[src/rtl/uart_pkg.sv]
// Shared definitions for the UART receive path: frame width and receiver state encoding.
package uart_pkg;

    localparam int DATA_BITS = 8;

    typedef enum logic [1:0] {
        ST_IDLE,
        ST_START,
        ST_DATA,
        ST_STOP
    } rx_state_e;

endpackage

[src/rtl/uart_sync.sv]
// Two-flop synchronizer for a single asynchronous input; reset value is configurable.
module uart_sync #(
    parameter logic RST_VAL = 1'b1
) (
    input  logic clk_i,
    input  logic rst_i,
    input  logic d_i,
    output logic q_o
);

    logic meta_q;
    logic sync_q;

    // NOTE: flops use non-blocking assignments so every register samples pre-edge values.
    always_ff @(posedge clk_i or posedge rst_i) begin
        if (rst_i) begin
            meta_q <= RST_VAL;
            sync_q <= RST_VAL;
        end else begin
            meta_q <= d_i;
            sync_q <= meta_q;
        end
    end

    assign q_o = sync_q;

endmodule

[src/rtl/uart_rx.sv]
// 8N1 UART receiver: mid-bit sampling, one-entry output register with valid/ready handshake,
// frame-error and overrun pulses.
module uart_rx
    import uart_pkg::*;
#(
    parameter int CLKS_PER_BIT = 868
) (
    input  logic                 clk_i,
    input  logic                 rst_i,
    input  logic                 rx_i,
    output logic [DATA_BITS-1:0] data_o,
    output logic                 valid_o,
    input  logic                 ready_i,
    output logic                 frame_err_o,
    output logic                 overrun_o,
    output logic                 busy_o
);

    localparam int CW = $clog2(CLKS_PER_BIT);
    localparam logic [CW-1:0] CNT_LAST = CW'(CLKS_PER_BIT - 1);
    localparam logic [CW-1:0] CNT_HALF = CW'(CLKS_PER_BIT / 2 - 1);
    localparam logic [2:0]    BIT_LAST = 3'(DATA_BITS - 1);

    if (CLKS_PER_BIT < 4) begin : g_param_check
        $error("uart_rx: CLKS_PER_BIT must be >= 4");
    end

    logic                 rx_s;
    logic                 prev_q;
    rx_state_e            state_q,     state_d;
    logic [CW-1:0]        cnt_q,       cnt_d;
    logic [2:0]           bit_q,       bit_d;
    logic [DATA_BITS-1:0] shift_q,     shift_d;
    logic [DATA_BITS-1:0] data_q,      data_d;
    logic                 valid_q,     valid_d;
    logic                 frame_err_q, frame_err_d;
    logic                 overrun_q,   overrun_d;
    logic                 busy_q,      busy_d;

    uart_sync #(.RST_VAL(1'b1)) u_sync (
        .clk_i (clk_i),
        .rst_i (rst_i),
        .d_i   (rx_i),
        .q_o   (rx_s)
    );

    always_comb begin
        // NOTE: every output of this block gets a default first, so no path can infer a latch.
        state_d     = state_q;
        cnt_d       = cnt_q;
        bit_d       = bit_q;
        shift_d     = shift_q;
        data_d      = data_q;
        valid_d     = valid_q & ~ready_i;
        frame_err_d = 1'b0;
        overrun_d   = 1'b0;

        unique case (state_q)
            ST_IDLE: begin
                // Only a 1->0 transition starts a frame; a held-low line stays idle.
                if (prev_q && !rx_s) begin
                    state_d = ST_START;
                    cnt_d   = '0;
                end
            end
            ST_START: begin
                if (cnt_q == CNT_HALF) begin
                    cnt_d   = '0;
                    bit_d   = '0;
                    state_d = rx_s ? ST_IDLE : ST_DATA;
                end else begin
                    cnt_d = cnt_q + CW'(1);
                end
            end
            ST_DATA: begin
                if (cnt_q == CNT_LAST) begin
                    cnt_d   = '0;
                    shift_d = {rx_s, shift_q[DATA_BITS-1:1]};
                    bit_d   = bit_q + 3'd1;
                    if (bit_q == BIT_LAST) begin
                        state_d = ST_STOP;
                    end
                end else begin
                    cnt_d = cnt_q + CW'(1);
                end
            end
            ST_STOP: begin
                if (cnt_q == CNT_LAST) begin
                    cnt_d   = '0;
                    state_d = ST_IDLE;
                    if (!rx_s) begin
                        frame_err_d = 1'b1;
                    end else if (valid_q && !ready_i) begin
                        // Unconsumed byte still held: keep it and drop the new one.
                        overrun_d = 1'b1;
                    end else begin
                        data_d  = shift_q;
                        valid_d = 1'b1;
                    end
                end else begin
                    cnt_d = cnt_q + CW'(1);
                end
            end
            default: state_d = ST_IDLE;
        endcase

        busy_d = (state_d != ST_IDLE);
    end

    always_ff @(posedge clk_i or posedge rst_i) begin
        if (rst_i) begin
            prev_q      <= 1'b1;
            state_q     <= ST_IDLE;
            cnt_q       <= '0;
            bit_q       <= '0;
            shift_q     <= '0;
            data_q      <= '0;
            valid_q     <= 1'b0;
            frame_err_q <= 1'b0;
            overrun_q   <= 1'b0;
            busy_q      <= 1'b0;
        end else begin
            prev_q      <= rx_s;
            state_q     <= state_d;
            cnt_q       <= cnt_d;
            bit_q       <= bit_d;
            shift_q     <= shift_d;
            data_q      <= data_d;
            valid_q     <= valid_d;
            frame_err_q <= frame_err_d;
            overrun_q   <= overrun_d;
            busy_q      <= busy_d;
        end
    end

    assign data_o      = data_q;
    assign valid_o     = valid_q;
    assign frame_err_o = frame_err_q;
    assign overrun_o   = overrun_q;
    assign busy_o      = busy_q;

endmodule

[config.mk]
export PLATFORM = sky130hd
export DESIGN_NAME = uart_rx
export DESIGN_NICKNAME = d
export VERILOG_FILES = /design/src/rtl/uart_pkg.sv /design/src/rtl/uart_sync.sv /design/src/rtl/uart_rx.sv
export SDC_FILE = /design/constraint.sdc
export NUM_CORES = 1
export LEC_CHECK = 0
export ABC_CLOCK_PERIOD_IN_PS = 2750
export CELL_PAD_IN_SITES_DETAIL_PLACEMENT = 0
export CELL_PAD_IN_SITES_GLOBAL_PLACEMENT = 1
export CORE_MARGIN = 4
export CORE_UTILIZATION = 32
export DETAILED_ROUTE_END_ITERATION = 10
export GPL_TIMING_DRIVEN = 0
export PLACE_DENSITY_LB_ADDON = 0.08
export SKIP_LAST_GASP = 1
export SYNTH_ARGS = -nofsm -noshare
export SYNTH_HDL_FRONTEND = slang
export SYNTH_SLANG_ARGS = --single-unit
[constraint.sdc]
create_clock -name clk_i -period 2.75 [get_ports clk_i]
set_clock_uncertainty 0.2 [all_clocks]
set_input_delay 0.55 -clock clk_i [delete_from_list [all_inputs] [get_ports clk_i]]
set_output_delay 0.55 -clock clk_i [all_outputs]
set_load 0.03 [all_outputs]
## Word level (Yosys, flattened, before mapping)

Cells that the tools add are included.

- Register bits after elaboration: 38
- Bits of input ports: 4
- Word-level logic and storage cells: 62

- Reduce and logical (&&, ||, !) cells: 11
- Bitwise operators: 3
- Muxes and demuxes: 25
- Eq/ne operators: 9
- Add/sub/neg operators: 2

Operator list:

| operator | count |
|---|---|
| $mux 10 | 3 |
| $pmux 10 s3 | 1 |
| $mux 2 | 6 |
| $mux 1 | 11 |
| $add 10x1->10 const B | 1 |
| $eq 10x10->1 const B | 1 |
| $eq 10x9->1 const B | 1 |
| $pmux 2 s4 | 1 |
| $mux 3 | 2 |
| $ne 2x2->1 const B | 3 |
| $pmux 3 s2 | 1 |
| $eq 2x2->1 const B | 2 |
| $reduce_and 4->1 | 1 |
| $reduce_bool 2->1 | 2 |
| $add 3x1->3 const B | 1 |
| $eq 3x3->1 const B | 1 |
| $reduce_and 3->1 | 1 |
| $eq 2x1->1 const B | 1 |
| $logic_and 1x1->1 | 2 |
| $logic_not 1->1 | 2 |
| $logic_not 2->1 | 1 |
| $not 1->1 | 2 |
| $reduce_and 2->1 | 1 |
| $reduce_or 2->1 | 1 |
| $and 1x1->1 | 1 |

## Logic depth before layout (Yosys ltp)

Gate-level depths: netlist (run 1).

- Depth in word-level cells: 6
- Mapped depth: 6
- Gate-level depth less buffers: 6

## Cells and area by module

A second synthesis (run 1) with hierarchy kept.

- Cells, all modules: 146
- Area total of the unflattened synthesis: 1740.4 um^2

By module, submodules not included:

| module | area each (um^2) | seq. area each (um^2) | times used | cells an instance |
|---|---|---|---|---|
| uart_rx | 1684.1 | 902.1 | 1 | 143 |
| uart_sync | 56.3 | 52.6 | 1 | 3 |

## Worst setup path after synthesis (run 1)

OpenSTA, ideal clock, no wires.

- Kind: register to register
- Start point: register cnt_q[1]
- End point: register bit_q[0]
- Setup time: 0.125 ns
- Path buffers: 0
- Clock period less this slack: 1.926 ns
- Data arrival time: 1.602 ns
- Stages on the path, launching flop included: 7
- Path slack: 0.824 ns
- Path through: dfrtp_1 > inv_1 > ha_1 > nor4bb_1 > nand4_1 > o21a_1 > mux2_2

- Cells in the longest elaborated chain, start to end: 3
- Elaborated cells on any way between the ends: 5
- Those cells by class: eq/ne (4); reduce/logical (1)

Ends and longest elaborated chain:

| item | RTL line | text |
|---|---|---|
| start: declaration | uart_rx.sv:31 | `logic [CW-1:0] cnt_q, cnt_d;` |
| start signal: assignment | uart_rx.sv:125 | `cnt_q <= cnt_d;` |
| $eq 10x10->1 or $eq 10x9->1 (tied branches) | uart_rx.sv:76, uart_rx.sv:67 |  |
| $ne 2x2->1 (no source line) | -- |  |
| $reduce_and 3->1 (no source line) * | -- |  |
| end signal: assignment | uart_rx.sv:126 | `bit_q <= bit_d;` |
| end: declaration | uart_rx.sv:32 | `logic [2:0] bit_q, bit_d;` |

Every way passes the cells marked *; elsewhere a longest branch is shown, timed or not.
A chain may end at the register's enable or synchronous reset.

## Final worst setup path (run 1)

- Start point: register cnt_q[1]
- End point: register cnt_q[6]

- Cells in the longest elaborated chain, start to end: 3
- Elaborated cells on any way between the ends: 6
- Those cells by class: add/sub (1); eq/ne (2); mux (3)

Ends and longest elaborated chain:

| item | RTL line | text |
|---|---|---|
| $add 10x1->10 (tied with other cells) | uart_rx.sv:72, uart_rx.sv:84, uart_rx.sv:101 |  |
| $mux 10, on equally long branches | uart_rx.sv:76, uart_rx.sv:88, uart_rx.sv:67 |  |
| $pmux 10 s3 * | uart_rx.sv:58 | `unique case (state_q)` |

Marked as above.

==> results_dict.tcl, run 1 <==
set metrics [dict create \
    run_status "completed" \
    vias 1322 \
    fin_setup_tns_ns 0 \
    total_global_routing_overflow 0 \
    min-delay-path-class "flip-flop to flip-flop" \
    drt.antenna.violating_nets 0 \
    switching_pwr_uw 365 \
    p_leak_uw 0.000965 \
    synth_most_common_cell "nand2_1" \
    share_of_the_yosys_chip_area_belonging_to_registers 0.529 \
    pwr_per_cell_area_nw_per_um2 625 \
    post-dp-hpwl_mm 2.62 \
    initial_core_util 0.329 \
    drt-initial-drc-count 53 \
    seqPwrFrac 0.502 \
    post_drt_wl_per_cell_um 13.8 \
    hold_viol 0 \
    fraction_of_final_layout_cells_with_drive_strength_greater_than_1 0.136 \
    postRouteWirelength_mm 3.63 \
    worstPathArrival_ns 2.30 \
    power.share.combinational 0.158 \
    synth-edff-count 0 \
    pwr-share-clk 0.340 \
    fin_crit_ns 2.35 \
    timing.critical_path.to_type "flip-flop" \
    place.gp.congestion 0.748 \
    core_area_um2 5470 \
    syn_area_um2 1800 \
    finalCritPeriodShare 0.856 \
    p_int_uw 979 \
    synth_area_leaders "dfrtp_1 49%, nand2_1 9.0%, mux2_2 5.0%" \
    asyncSetResetFlopFracSynth 1.00 \
    clock_latency_late_sink_ns 0.28 \
    chipHeight_um 83.1 \
    first_global_vias 1344 \
    area_growth_pct 19.2 \
    gate_count_of_the_mapped_netlist 168 \
    maxCapViolCount 0 \
    drt_drc 0 \
    timing.final.setup_violations 0 \
    postCtsResizedCells 0 \
    path_clk_slew_ns 0.07 \
    clockRootBuffer "clkbuf_8" \
    clock_tree_from_tritoncts "yes" \
    top_level_ports 16 \
    cts_made_buffers 5 \
    worst_setup_path_start_kind "flip-flop" \
    synth-seq-cells 38 \
    synthTopCellsByCount "43 x nand2_1, 35 x dfrtp_1, 8 x mux2_2" \
    switching_share 0.271 \
    post-synth-top-area-fraction 0.486 \
    rows 27 \
    vias_per_cell 5.03 \
    grt_max_degree 39 \
    postCtsHoldBufs 0 \
    avgSynthCellArea_um2 10.7 \
    fin_nets 198 \
    io_buffers 15 \
    firstDrtPassIters 4 \
    clock_path_buffers 2 \
    fill_cells 566 \
    horiz_die_dim_um 83.1 \
    ir_drop_uv 370 \
    timing.fmax_ghz 0.425 \
    worstPathMaxFanout 9 \
    timing_max_transition_violations_final 0 \
    grt_usage 0.118 \
    cts-htree-levels 2 \
    syn-num-nets 176 \
    slew_headroom 0.381 \
    yosys.cell_types.count 42 \
    num_antenna_cells 0 \
    buffers_inserted_by_post_cts_timing_repair 0 \
    antenna_found_initial 0 \
    post-route-util 0.393 \
    yosys_most_used_dff "dfrtp_1" \
    required_time_worst_endpoint_ns 2.69 \
    critical_setup_path_kind "flip-flop to flip-flop" \
    grt_pass1_wl_mm 6.60 \
    die_area_um2 6900 \
    rsz0062_at_grt "no" \
    clock-sinks 38 \
    synth_area_leader_cell "dfrtp_1" \
    yosys_warnings 0 \
    max_slew.worst_pin.slew_ns 0.927 \
]
==> metal layers <==
| layer | track usage | wire length [um] | vias up |
|---|---|---|---|
| met3 | 0.0357 | 114 | 8 |
| li1 | - | - | 641 |
| met2 | 0.189 | 1810 | 20 |
| met1 | 0.147 | 1620 | 653 |
| met4 | 0.0535 | 84 | 0 |
| met5 | 0 | 0 | - |
==> through the flow <==
step | power [uW] | hold WS, ns | worst slack, ns | instances | instance area (um^2)
floorplan | 838 | 0.145 | 0.824 | 168 | 1800
global route | 1430 | 0.161 | 0.117 | 263 | 2150
global placement | 889 | 0.146 | 0.297 | 255 | 2040
detailed placement | 895 | 0.147 | 0.380 | 255 | 2040
finish | 1340 | 0.157 | 0.396 | 263 | 2150
CTS | 1370 | 0.158 | 0.370 | 263 | 2150
==> worst paths after layout <==
path | from | end | slack, ns | cells past startpoint
worst max register to register | cnt_q[1]$_DFFE_PP0P_ | cnt_q[6]$_DFFE_PP0P_ | 0.40 | 6
worst max-delay path | cnt_q[1]$_DFFE_PP0P_ | cnt_q[6]$_DFFE_PP0P_ | 0.40 | 6
worst min register to register | u_sync.meta_q$_DFF_PP1_ | u_sync.q_o$_DFF_PP1_ | 0.16 | 0
max in group asynchronous | rst_i | data_o[5]$_DFFE_PP0P_ | 1.31 | 2
worst min-delay path | u_sync.meta_q$_DFF_PP1_ | u_sync.q_o$_DFF_PP1_ | 0.16 | 0
min in group asynchronous | rst_i | overrun_o$_DFF_PP0_ | 0.53 | 2
==> power groups by stage <==
stage,Clock (uW),Combinational (uW),Sequential (uW)
after detailed placement,0,213,682
after global placement,0,208,681
after floorplan,0,176,662
after global routing,505,239,681
after CTS,481,214,672
final,457,212,674
==> layout make-up <==
| cell class | instances | area, um^2 | area share |
|---|---|---|---|
| clock buffer | 7 | 76.3 | 0.0355 |
| buffer | 4 | 23.8 | 0.0111 |
| inverter | 6 | 22.5 | 0.0105 |
| tap | 72 | 90.1 | 0.0419 |
| clock inverter | 1 | 30.0 | 0.0140 |
| timing repair buffer | 15 | 150 | 0.0698 |
| multi-input combinational | 120 | 802 | 0.373 |
| sequential | 38 | 955 | 0.444 |
==> sequential cells by signal, indices dropped and copies added, names as in the netlist <==
register and flops:
bit_q 3, busy_o 1, cnt_q 10, data_o 8, frame_err_o 1, overrun_o 1
prev_q 1, shift_q 8, state_q 2, u_sync.meta_q 1, u_sync.q_o 1, valid_o 1
==> cells in the final DEF (no fill, tap or decap), types with 4 or more instances in the layout <==
cell type        Yosys  layout
inv_1                6       5
mux2_2               8       8
dfrtp_1             35      35
nand2_1             43      43
clkdlybuf4s50_1      0      15
a211o_1              6       6
clkbuf_8             0       5
nor2_1               4       4
clkbuf_1             2       4
nand3_1              6       6
nand4_1              5       5
o211ai_1             7       7
ha_1                 4       4
==> critical path: stages (launching register included) <==
cell      delay [ns]
dfrtp_1         0.43
inv_1           0.09
ha_1            0.14
nor4bb_1        0.52
a311oi_1        0.23
a21oi_2         0.42
o211ai_1        0.18
==> cells by family (layout without fill, tap and decap cells) <==
group / Yosys count / in the layout / share of synthesized area
AO/OA/AOI/OAI: 26 / 26 / 0.118
XOR/XNOR: 2 / 2 / 0.00972
adder cells (fa/ha/maj): 4 / 4 / 0.0278
buffers and inverters: 10 / 33 / 0.0257
flip-flops: 38 / 38 / 0.529
multiplexers: 10 / 10 / 0.0618
AND/OR/NAND/NOR: 78 / 78 / 0.228
Power figures use the tool's default switching activity.
==> inputs of run 2 (changes only) <==
--- a/config.mk
+++ b/config.mk
@@ -5,7 +5,7 @@
 export SDC_FILE = /design/constraint.sdc
 export NUM_CORES = 1
 export LEC_CHECK = 0
-export ABC_CLOCK_PERIOD_IN_PS = 2750
+export ABC_CLOCK_PERIOD_IN_PS = 2700
 export CELL_PAD_IN_SITES_DETAIL_PLACEMENT = 0
 export CELL_PAD_IN_SITES_GLOBAL_PLACEMENT = 1
 export CORE_MARGIN = 4
==> constraint.sdc (replaced) <==
create_clock -name clk_i -period 2.7 [get_ports clk_i]
set_clock_uncertainty 0.2 [all_clocks]
set_input_delay 0.54 -clock clk_i [delete_from_list [all_inputs] [get_ports clk_i]]
set_output_delay 0.54 -clock clk_i [all_outputs]
set_load 0.03 [all_outputs]
==> results of run 2 <==
Same layout as run 1 (identical final DEF). Status: completed.
Main changes from that run: setup slack after placement 0.380 ns -> 0.330 ns; setup slack after layout 0.396 ns -> 0.346 ns; register-to-register setup slack 0.40 ns -> 0.35 ns; total power 1340 uW -> 1370 uW; worst IR drop on VDD 370 uV -> 377 uV
==> inputs of run 3 (changes only) <==
--- a/config.mk
+++ b/config.mk
@@ -8,7 +8,7 @@
 export ABC_CLOCK_PERIOD_IN_PS = 2700
 export CELL_PAD_IN_SITES_DETAIL_PLACEMENT = 0
 export CELL_PAD_IN_SITES_GLOBAL_PLACEMENT = 1
-export CORE_MARGIN = 4
+export CORE_MARGIN = 2
 export CORE_UTILIZATION = 32
 export DETAILED_ROUTE_END_ITERATION = 10
 export GPL_TIMING_DRIVEN = 0
==> run 3 against run 2 <==
  * Register-to-register slack lost 0.02 ns
  * Worst setup slack got worse by 0.018 ns
  * Die area fell by 9.4%
  * Critical path depth stayed put
  * Global-route usage rose by 1.6 points
  * Clock power fell by 10%
  * Via count increased by 2.0%
  * Sequential cell count is the same
==> results_dict.tcl, run 3 (same netlist as run 1, synthesis figures left out) <==
set metrics [dict create \
    horiz_die_dim_um 79.1 \
    die_area_um2 6250 \
    timing.critical_path.to_type "flip-flop" \
    drt-initial-drc-count 69 \
    path_cells "inv_1, ha_1, nor4bb_1, a311oi_1, a21oi_2, o211ai_1" \
    p_leak_uw 0.000960 \
    cts_made_buffers 5 \
    clock_tree_from_tritoncts "yes" \
    postRouteWirelength_mm 3.73 \
    firstDrtPassIters 4 \
    fraction_of_final_layout_cells_with_drive_strength_greater_than_1 0.147 \
    seqPwrFrac 0.518 \
    switching_share 0.299 \
    clock-sinks 38 \
    total_global_routing_overflow 0 \
    hold_viol 0 \
    grt_pass1_wl_mm 6.49 \
    critical_path.n_buffers_inverters 1 \
    registers.top_by_ff_count "cnt_q" \
    timing.final.setup_violations 0 \
    switching_pwr_uw 395 \
    antenna_found_initial 0 \
    largest_register_ff_count 10 \
    vias_per_cell 5.13 \
    worstSetupStartpoint "cnt_q[1]$_DFFE_PP0P_" \
    clock_path_buffers 2 \
    place.gp.congestion 0.756 \
    power.share.combinational 0.166 \
    chipHeight_um 79.1 \
    clockRootBuffer "clkbuf_8" \
    pwr-share-clk 0.316 \
    critical-path-top-delay-family "compound AO/OA/AOI/OAI gates" \
    p_int_uw 926 \
    postCtsHoldBufs 0 \
    r2r-start "cnt_q[1]$_DFFE_PP0P_" \
    drt.antenna.violating_nets 0 \
    first_global_vias 1353 \
    timing_max_transition_violations_final 0 \
    num_antenna_cells 0 \
    worstPathMaxFanout 9 \
    rows 27 \
    finalHoldWorstSlack_ns 0.159 \
    min-delay-path-class "flip-flop to flip-flop" \
    final_common_cell "nand2_1" \
    cts-htree-levels 2 \
    io_buffers 15 \
    area_growth_pct 18.6 \
    fin_crit_ns 2.37 \
    top_level_ports 16 \
    critical_setup_path_kind "flip-flop to flip-flop" \
    run_status "completed" \
    required_time_worst_endpoint_ns 2.66 \
    worst_setup_path_start_kind "flip-flop" \
    fin_nets 198 \
    timing.fmax_ghz 0.422 \
    pwr_per_cell_area_nw_per_um2 618 \
    clock_latency_late_sink_ns 0.30 \
    vias 1348 \
    ir_drop_uv 239 \
    core_area_um2 5470 \
    buffers_inserted_by_post_cts_timing_repair 0 \
    mostFrequentLayoutCells "43 x nand2_1, 35 x dfrtp_1, 15 x clkdlybuf4s50_1, 8 x mux2_2, 7 x o211ai_1" \
    grt_usage 0.135 \
    post_drt_wl_per_cell_um 14.2 \
    crit_path_top_delay_cell "nor4bb_1" \
    finalCritPeriodShare 0.879 \
    maxCapViolCount 0 \
    rsz0062_at_grt "no" \
    worstPathArrival_ns 2.33 \
    path_clk_slew_ns 0.08 \
    fin_setup_tns_ns 0 \
    drt_drc 0 \
    min_from "u_sync.meta_q$_DFF_PP1_" \
    max_slew.worst_pin.slew_ns 0.837 \
    initial_core_util 0.329 \
    post-dp-hpwl_mm 2.64 \
    fill_cells 575 \
    slew_headroom 0.441 \
    postCtsResizedCells 0 \
    grt_max_degree 39 \
    slowest_delay_ns 0.57 \
]
==> run 3: power by group through the flow <==
stage               Combinational (uW)  Clock, uW  Sequential [uW]
floorplan                          179          0              674
global placement                   212          0              693
global route                       245        461              695
CTS                                221        434              684
finish                             219        418              685
detailed placement                 221          0              694
==> run 3: routing by layer <==
layer | vias up | track usage | share of wire
met3 | 8 | 0.0375 | 0.034
met1 | 674 | 0.156 | 0.44
met5 | - | 0 | 0
li1 | 640 | - | -
met4 | 0 | 0.0552 | 0.021
met2 | 26 | 0.233 | 0.51
==> run 3: layout make-up <==
type	count	area, um^2	area share
inverter	6	22.5	0.0105
multi-input combinational	120	802	0.375
timing repair buffer	15	150	0.0702
clock inverter	2	12.5	0.00585
tap	72	90.1	0.0421
buffer	4	23.8	0.0111
sequential	38	955	0.446
clock buffer	6	82.6	0.0386
==> run 3: final timing paths <==
kind | end | slack, ns | depth (start not counted)
min reg2reg | u_sync.q_o$_DFF_PP1_ | 0.16 | 0
max | cnt_q[6]$_DFFE_PP0P_ | 0.33 | 6
min in group asynchronous | overrun_o$_DFF_PP0_ | 0.52 | 2
max reg2reg | cnt_q[6]$_DFFE_PP0P_ | 0.33 | 6
max in group asynchronous | state_q[1]$_DFF_PP0_ | 1.27 | 2
min | u_sync.q_o$_DFF_PP1_ | 0.16 | 0
==> run 3: worst reg2reg max path: cells and delay by family, from the launching register on <==
family                     cells  cell delay (ns)
AOI/OAI and AO/OA              3             0.81
and+or+nand+nor                1             0.57
DFF                            1             0.42
adders and majority gates      1             0.15
buffers and inverters          1             0.09
==> run 3: per-stage QoR <==
stage | instance area, um^2 | cells | total power (uW) | setup WS (ns) | utilization
after CTS | 2140 | 263 | 1340 | 0.312 | 0.391
final | 2140 | 263 | 1320 | 0.328 | 0.391
after detailed placement | 2040 | 255 | 915 | 0.331 | 0.373
after global placement | 2040 | 255 | 906 | 0.256 | 0.373
after floorplan | 1800 | 168 | 853 | 0.774 | -
after global routing | 2140 | 263 | 1400 | 0.103 | 0.391
==> edit 1, RTL diff (config.mk and constraints of run 2) <==
`CLKS_PER_BIT`: 868 -> 1736.
--- a/src/rtl/uart_rx.sv
+++ b/src/rtl/uart_rx.sv
@@ -4,5 +4,5 @@
     import uart_pkg::*;
 #(
-    parameter int CLKS_PER_BIT = 868
+    parameter int CLKS_PER_BIT = 1736
 ) (
     input  logic                 clk_i,
Check against the original RTL: same outputs for any inputs over 10 cycles, from zero or initial values and one cycle with rst_i high; that may be too few to reach the edited logic, so the function may still have changed.
==> edit 1 against run 2 <==
Total power is 9.9% lower; largest power group unchanged; via count is 7.3% lower; sequential share of layout area is 2.8 points higher; sequential cell count is 1 higher; worst setup slack better by 70 ps; wire length is 7.5% lower; maximum frequency is 3.1% higher; cell area is 3.6% lower; first-iteration DRC count is 9.4% lower; combinational power is 44% lower; area after synthesis is 3.4% lower; highest routed layer unchanged; critical path type unchanged.
==> edit 1: results (changes against run 2) <==
\begin{tabular}{lr}
\hline
Metric & Value \\
\hline
\multicolumn{2}{l}{\textbf{Critical path}} \\
Delay of the slowest critical-path stage & 700 ps (+180 ps) \\
Max stage delay cell, worst path & sky130\_fd\_sc\_hd\_\_a21oi\_1 \\
Worst-path maximum fanout & 10 (+1) \\
\multicolumn{2}{l}{\textbf{Synth}} \\
Commonest cells in the netlist & sky130\_fd\_sc\_hd\_\_dfrtp\_1 (36), sky130\_fd\_sc\_hd\_\_nand2\_1 (20), sky130\_fd\_sc\_hd\_\_mux2\_2 (17) \\
Post-synthesis instance total & 151 (-10\%) \\
Cells taking the most area after synthesis & sky130\_fd\_sc\_hd\_\_dfrtp\_1 (52\%), sky130\_fd\_sc\_hd\_\_mux2\_2 (11\%), sky130\_fd\_sc\_hd\_\_dfstp\_2 (4.5\%), sky130\_fd\_sc\_hd\_\_nand2\_1 (4.3\%), sky130\_fd\_sc\_hd\_\_ha\_1 (2.2\%) \\
\multicolumn{2}{l}{\textbf{Cells and area}} \\
Number of flip-flops under the largest register name & 11 (+1) \\
Number of clock buffer instances in the layout & 5 (-2) \\
Count of multi-input gates & 104 (-13\%) \\
Flip-flop and latch count & 39 (+2.6\%) \\
Share of the final layout cell area in multi-input gates & 34.9\% (-2.4 points) \\
Nets@finish & 180 (-9.1\%) \\
Final non-clock buffer share & 8.39\% (+0.30 points) \\
Non-clock inverter count in the final layout & 4 (-2) \\
Relative area of clock buffers and inverters in the final design & 4.53\% (-0.42 points) \\
Share of layout cells above drive strength 1 & 20.7\% (+7.1 points) \\
\multicolumn{2}{l}{\textbf{Run status}} \\
Result of the run & complete, no violations \\
\multicolumn{2}{l}{\textbf{Power and ir drop}} \\
VDD IR-drop max & 0.234 mV (-38\%) \\
Int Power & 887 uW (-11\%) \\
Combinational logic power & 122 uW (-44\%) \\
Leakage power & 0.921 nW (-4.5\%) \\
Power in sequential cells & 706 uW (+2.9\%) \\
PD cells & 595 nW/um\^{}2 (-6.5\%) \\
\multicolumn{2}{l}{\textbf{Place}} \\
HPWL after DPL & 2.34 mm (-11\%) \\
Dpl cell area & 1980 um\^{}2 (-3.1\%) \\
Worst-case setup slack after placement & 435 ps (+105 ps) \\
RD Place Congestion & 0.760 (+1.6\%) \\
Post-Place Cells & 236 (-7.5\%) \\
\multicolumn{2}{l}{\textbf{GRT}} \\
Aggregate global-route resource usage & 11.5\% (-0.31 points) \\
Largest net degree at the start of global routing & 40 (+2.6\%) \\
Global-route wire length before repair & 5.84 mm (-12\%) \\
\multicolumn{2}{l}{\textbf{Routing}} \\
First-iteration detailed-routing DRC count & 48 (-9.4\%) \\
Total vias in the final route & 1,226 (-7.3\%) \\
Routed Wire Length & 3.36 mm (-7.5\%) \\
Number of vias per cell & 5.02 (about the same) \\
First-pass iteration count of the detailed router & 6 (+2) \\
\multicolumn{2}{l}{\textbf{STA}} \\
Transition time at the pin with the least slew margin & 811 ps (-115 ps) \\
\hline
\end{tabular}
## edit 1: routing by layer
layer	share of wire (%)	GRT usage, %	vias up
met1	49	15.4	606
met3	4.6	4.06	2
li1	-	-	592
met4	0.86	3.99	0
met5	0	0	-
met2	45	17.3	26
## edit 1: cell families after synthesis
family                     synth area share [%]
AOI/OAI and AO/OA                          8.41
buffers and inverters                      2.23
DFF                                        56.3
xor gates and xnor gates                  0.503
and+or+nand+nor                            18.2
muxes                                      12.2
adders and majority gates                  2.16
## edit 1: worst paths after layout
check	start	to	slack (ps)	depth (start not counted)
max reg2reg	state_q[1]	cnt_q[2]	420	5
max	state_q[1]	cnt_q[2]	420	5
min reg2reg	u_sync.meta_q	u_sync.q_o	160	0
min	u_sync.meta_q	u_sync.q_o	160	0
min in group asynchronous	rst_i	shift_q[0]	510	2
max in group asynchronous	rst_i	frame_err_o	1290	2
==> edit 2, RTL diff (settings of run 2) <==
Made on the original files. Encoding of `rx_state_e`: now Gray code (2 bits for 4 states).
--- a/src/rtl/uart_pkg.sv
+++ b/src/rtl/uart_pkg.sv
@@ -5,8 +5,8 @@
 
     typedef enum logic [1:0] {
-        ST_IDLE,
-        ST_START,
-        ST_DATA,
-        ST_STOP
+        ST_IDLE  = 2'b00,
+        ST_START = 2'b01,
+        ST_DATA  = 2'b11,
+        ST_STOP  = 2'b10
     } rx_state_e;
 
Function: same outputs for any inputs over 10 cycles, from zero or initial values and one cycle with rst_i high; not proved beyond that.
==> edit 2 against run 2 <==
Worst setup slack better by 230 ps; area after synthesis is 0.21% lower; combinational power is 7% higher; sequential cell count stayed put; total power is 2.6% lower; cell count is 3.0% lower; wire length is 3.6% higher; cell area is 0.87% lower; die area is 0.18% lower; non-clock buffer count stayed put.
==> edit 2: results (changes against run 2) <==
\begin{tabular}{lr}
\hline
Metric & Value \\
\hline
\multicolumn{2}{l}{\textbf{Power and ir drop}} \\
Leakage power & 0.939 nW (-2.7\%) \\
VDD IR-drop max & 0.241 mV (-36\%) \\
\multicolumn{2}{l}{\textbf{STA}} \\
Worst hold slack & 159 ps (+2.65 ps) \\
\multicolumn{2}{l}{\textbf{Place}} \\
RD Place Congestion & 0.782 (+4.5\%) \\
HPWL after DPL & 2.64 mm (+0.47\%) \\
Worst-case setup slack after placement & 517 ps (+187 ps) \\
Dpl cell area & 2040 um\^{}2 (-0.18\%) \\
\multicolumn{2}{l}{\textbf{Run status}} \\
Result of the run & complete, no violations \\
\multicolumn{2}{l}{\textbf{Synth}} \\
Share of synthesized area occupied by flip-flops and latches & 53.1\% (+0.11 points) \\
Total nets after synthesis & 168 (-4.5\%) \\
Post-synthesis instance total & 160 (-4.8\%) \\
Commonest cells in the netlist & sky130\_fd\_sc\_hd\_\_dfrtp\_1 (35), sky130\_fd\_sc\_hd\_\_mux2\_2 (16), sky130\_fd\_sc\_hd\_\_nand2\_1 (15) \\
Cells taking the most area after synthesis & sky130\_fd\_sc\_hd\_\_dfrtp\_1 (49\%), sky130\_fd\_sc\_hd\_\_mux2\_2 (10\%), sky130\_fd\_sc\_hd\_\_dfstp\_2 (4.4\%), sky130\_fd\_sc\_hd\_\_nand2\_1 (3.1\%), sky130\_fd\_sc\_hd\_\_ha\_1 (2.8\%) \\
Number of library cell types mapped by synthesis & 39 (-7.1\%) \\
\multicolumn{2}{l}{\textbf{Cells and area}} \\
Nets@finish & 190 (-4.0\%) \\
Share of layout cells above drive strength 1 & 20.2\% (+6.6 points) \\
\multicolumn{2}{l}{\textbf{Critical path}} \\
R2r worst-path depth & 4 (-2) \\
CP Data Arrival Time & 2070 ps (-230 ps) \\
Terminus of the critical flop-to-flop path & cnt\_q[9] \\
Worst-path maximum fanout & 8 (-1) \\
Critical register-to-register path startpoint & cnt\_q[3] \\
\multicolumn{2}{l}{\textbf{Routing}} \\
Routed Wire Length & 3.76 mm (+3.6\%) \\
Average routed wire per standard cell & 14.8 um (+6.9\%) \\
First-pass iteration count of the detailed router & 4 (unchanged) \\
Total vias in the final route & 1,300 (-1.7\%) \\
\multicolumn{2}{l}{\textbf{Clocking}} \\
TritonCTS Buffers & 5 (unchanged) \\
\multicolumn{2}{l}{\textbf{GRT}} \\
Largest net degree at the start of global routing & 39 (unchanged) \\
Global-route wire length before repair & 6.61 mm (+0.11\%) \\
Aggregate global-route resource usage & 11.8\% (-0.063 points) \\
\hline
\end{tabular}
edit 2: cell type report:
type | instances | area [um^2]
Buffer | 4 | 25.0
Sequential cell | 38 | 955
Multi-Input combinational cell | 108 | 782
Inverter | 10 | 37.5
Clock buffer | 7 | 86.3
Clock inverter | 1 | 5.00
Tap cell | 72 | 90.1
Timing Repair Buffer | 15 | 150
Fill cell | 559 | 3340
edit 2: cells by family after synthesis:
| family | count (synthesis) | share of synthesized area, % |
|---|---|---|
| AO/OA/AOI/OAI | 33 | 12.1 |
| adder cells (fa/ha/maj) | 4 | 2.78 |
| buffers and inverters | 14 | 3.48 |
| flip-flops | 38 | 53.1 |
| multiplexers | 16 | 10.0 |
| AND/OR/NAND/NOR | 55 | 18.6 |
edit 2: where the power goes:
part / internal (mW) / switching, mW / total (mW) / leakage (nW)
logic: 0.103 / 0.129 / 0.232 / 0.391
clock network: 0.206 / 0.191 / 0.397 / 0.0482
registers: 0.620 / 0.0841 / 0.704 / 0.500
edit 2: worst max-delay path: stages, from the launching register on:
cell and delay, ps:
sky130_fd_sc_hd__dfrtp_1 490, sky130_fd_sc_hd__nor3b_1 370, sky130_fd_sc_hd__a41oi_1 280, sky130_fd_sc_hd__nor2_1 480
sky130_fd_sc_hd__o211ai_1 170
edit 2: per-layer routing:
| metal | GRT usage, % | up-vias | wire length, um |
|---|---|---|---|
| li1 | - | 627 | - |
| met1 | 15.2 | 638 | 1750 |
| met2 | 18.1 | 29 | 1810 |
| met3 | 3.37 | 6 | 150 |
| met4 | 5.65 | 0 | 57 |
| met5 | 0 | - | 0 |
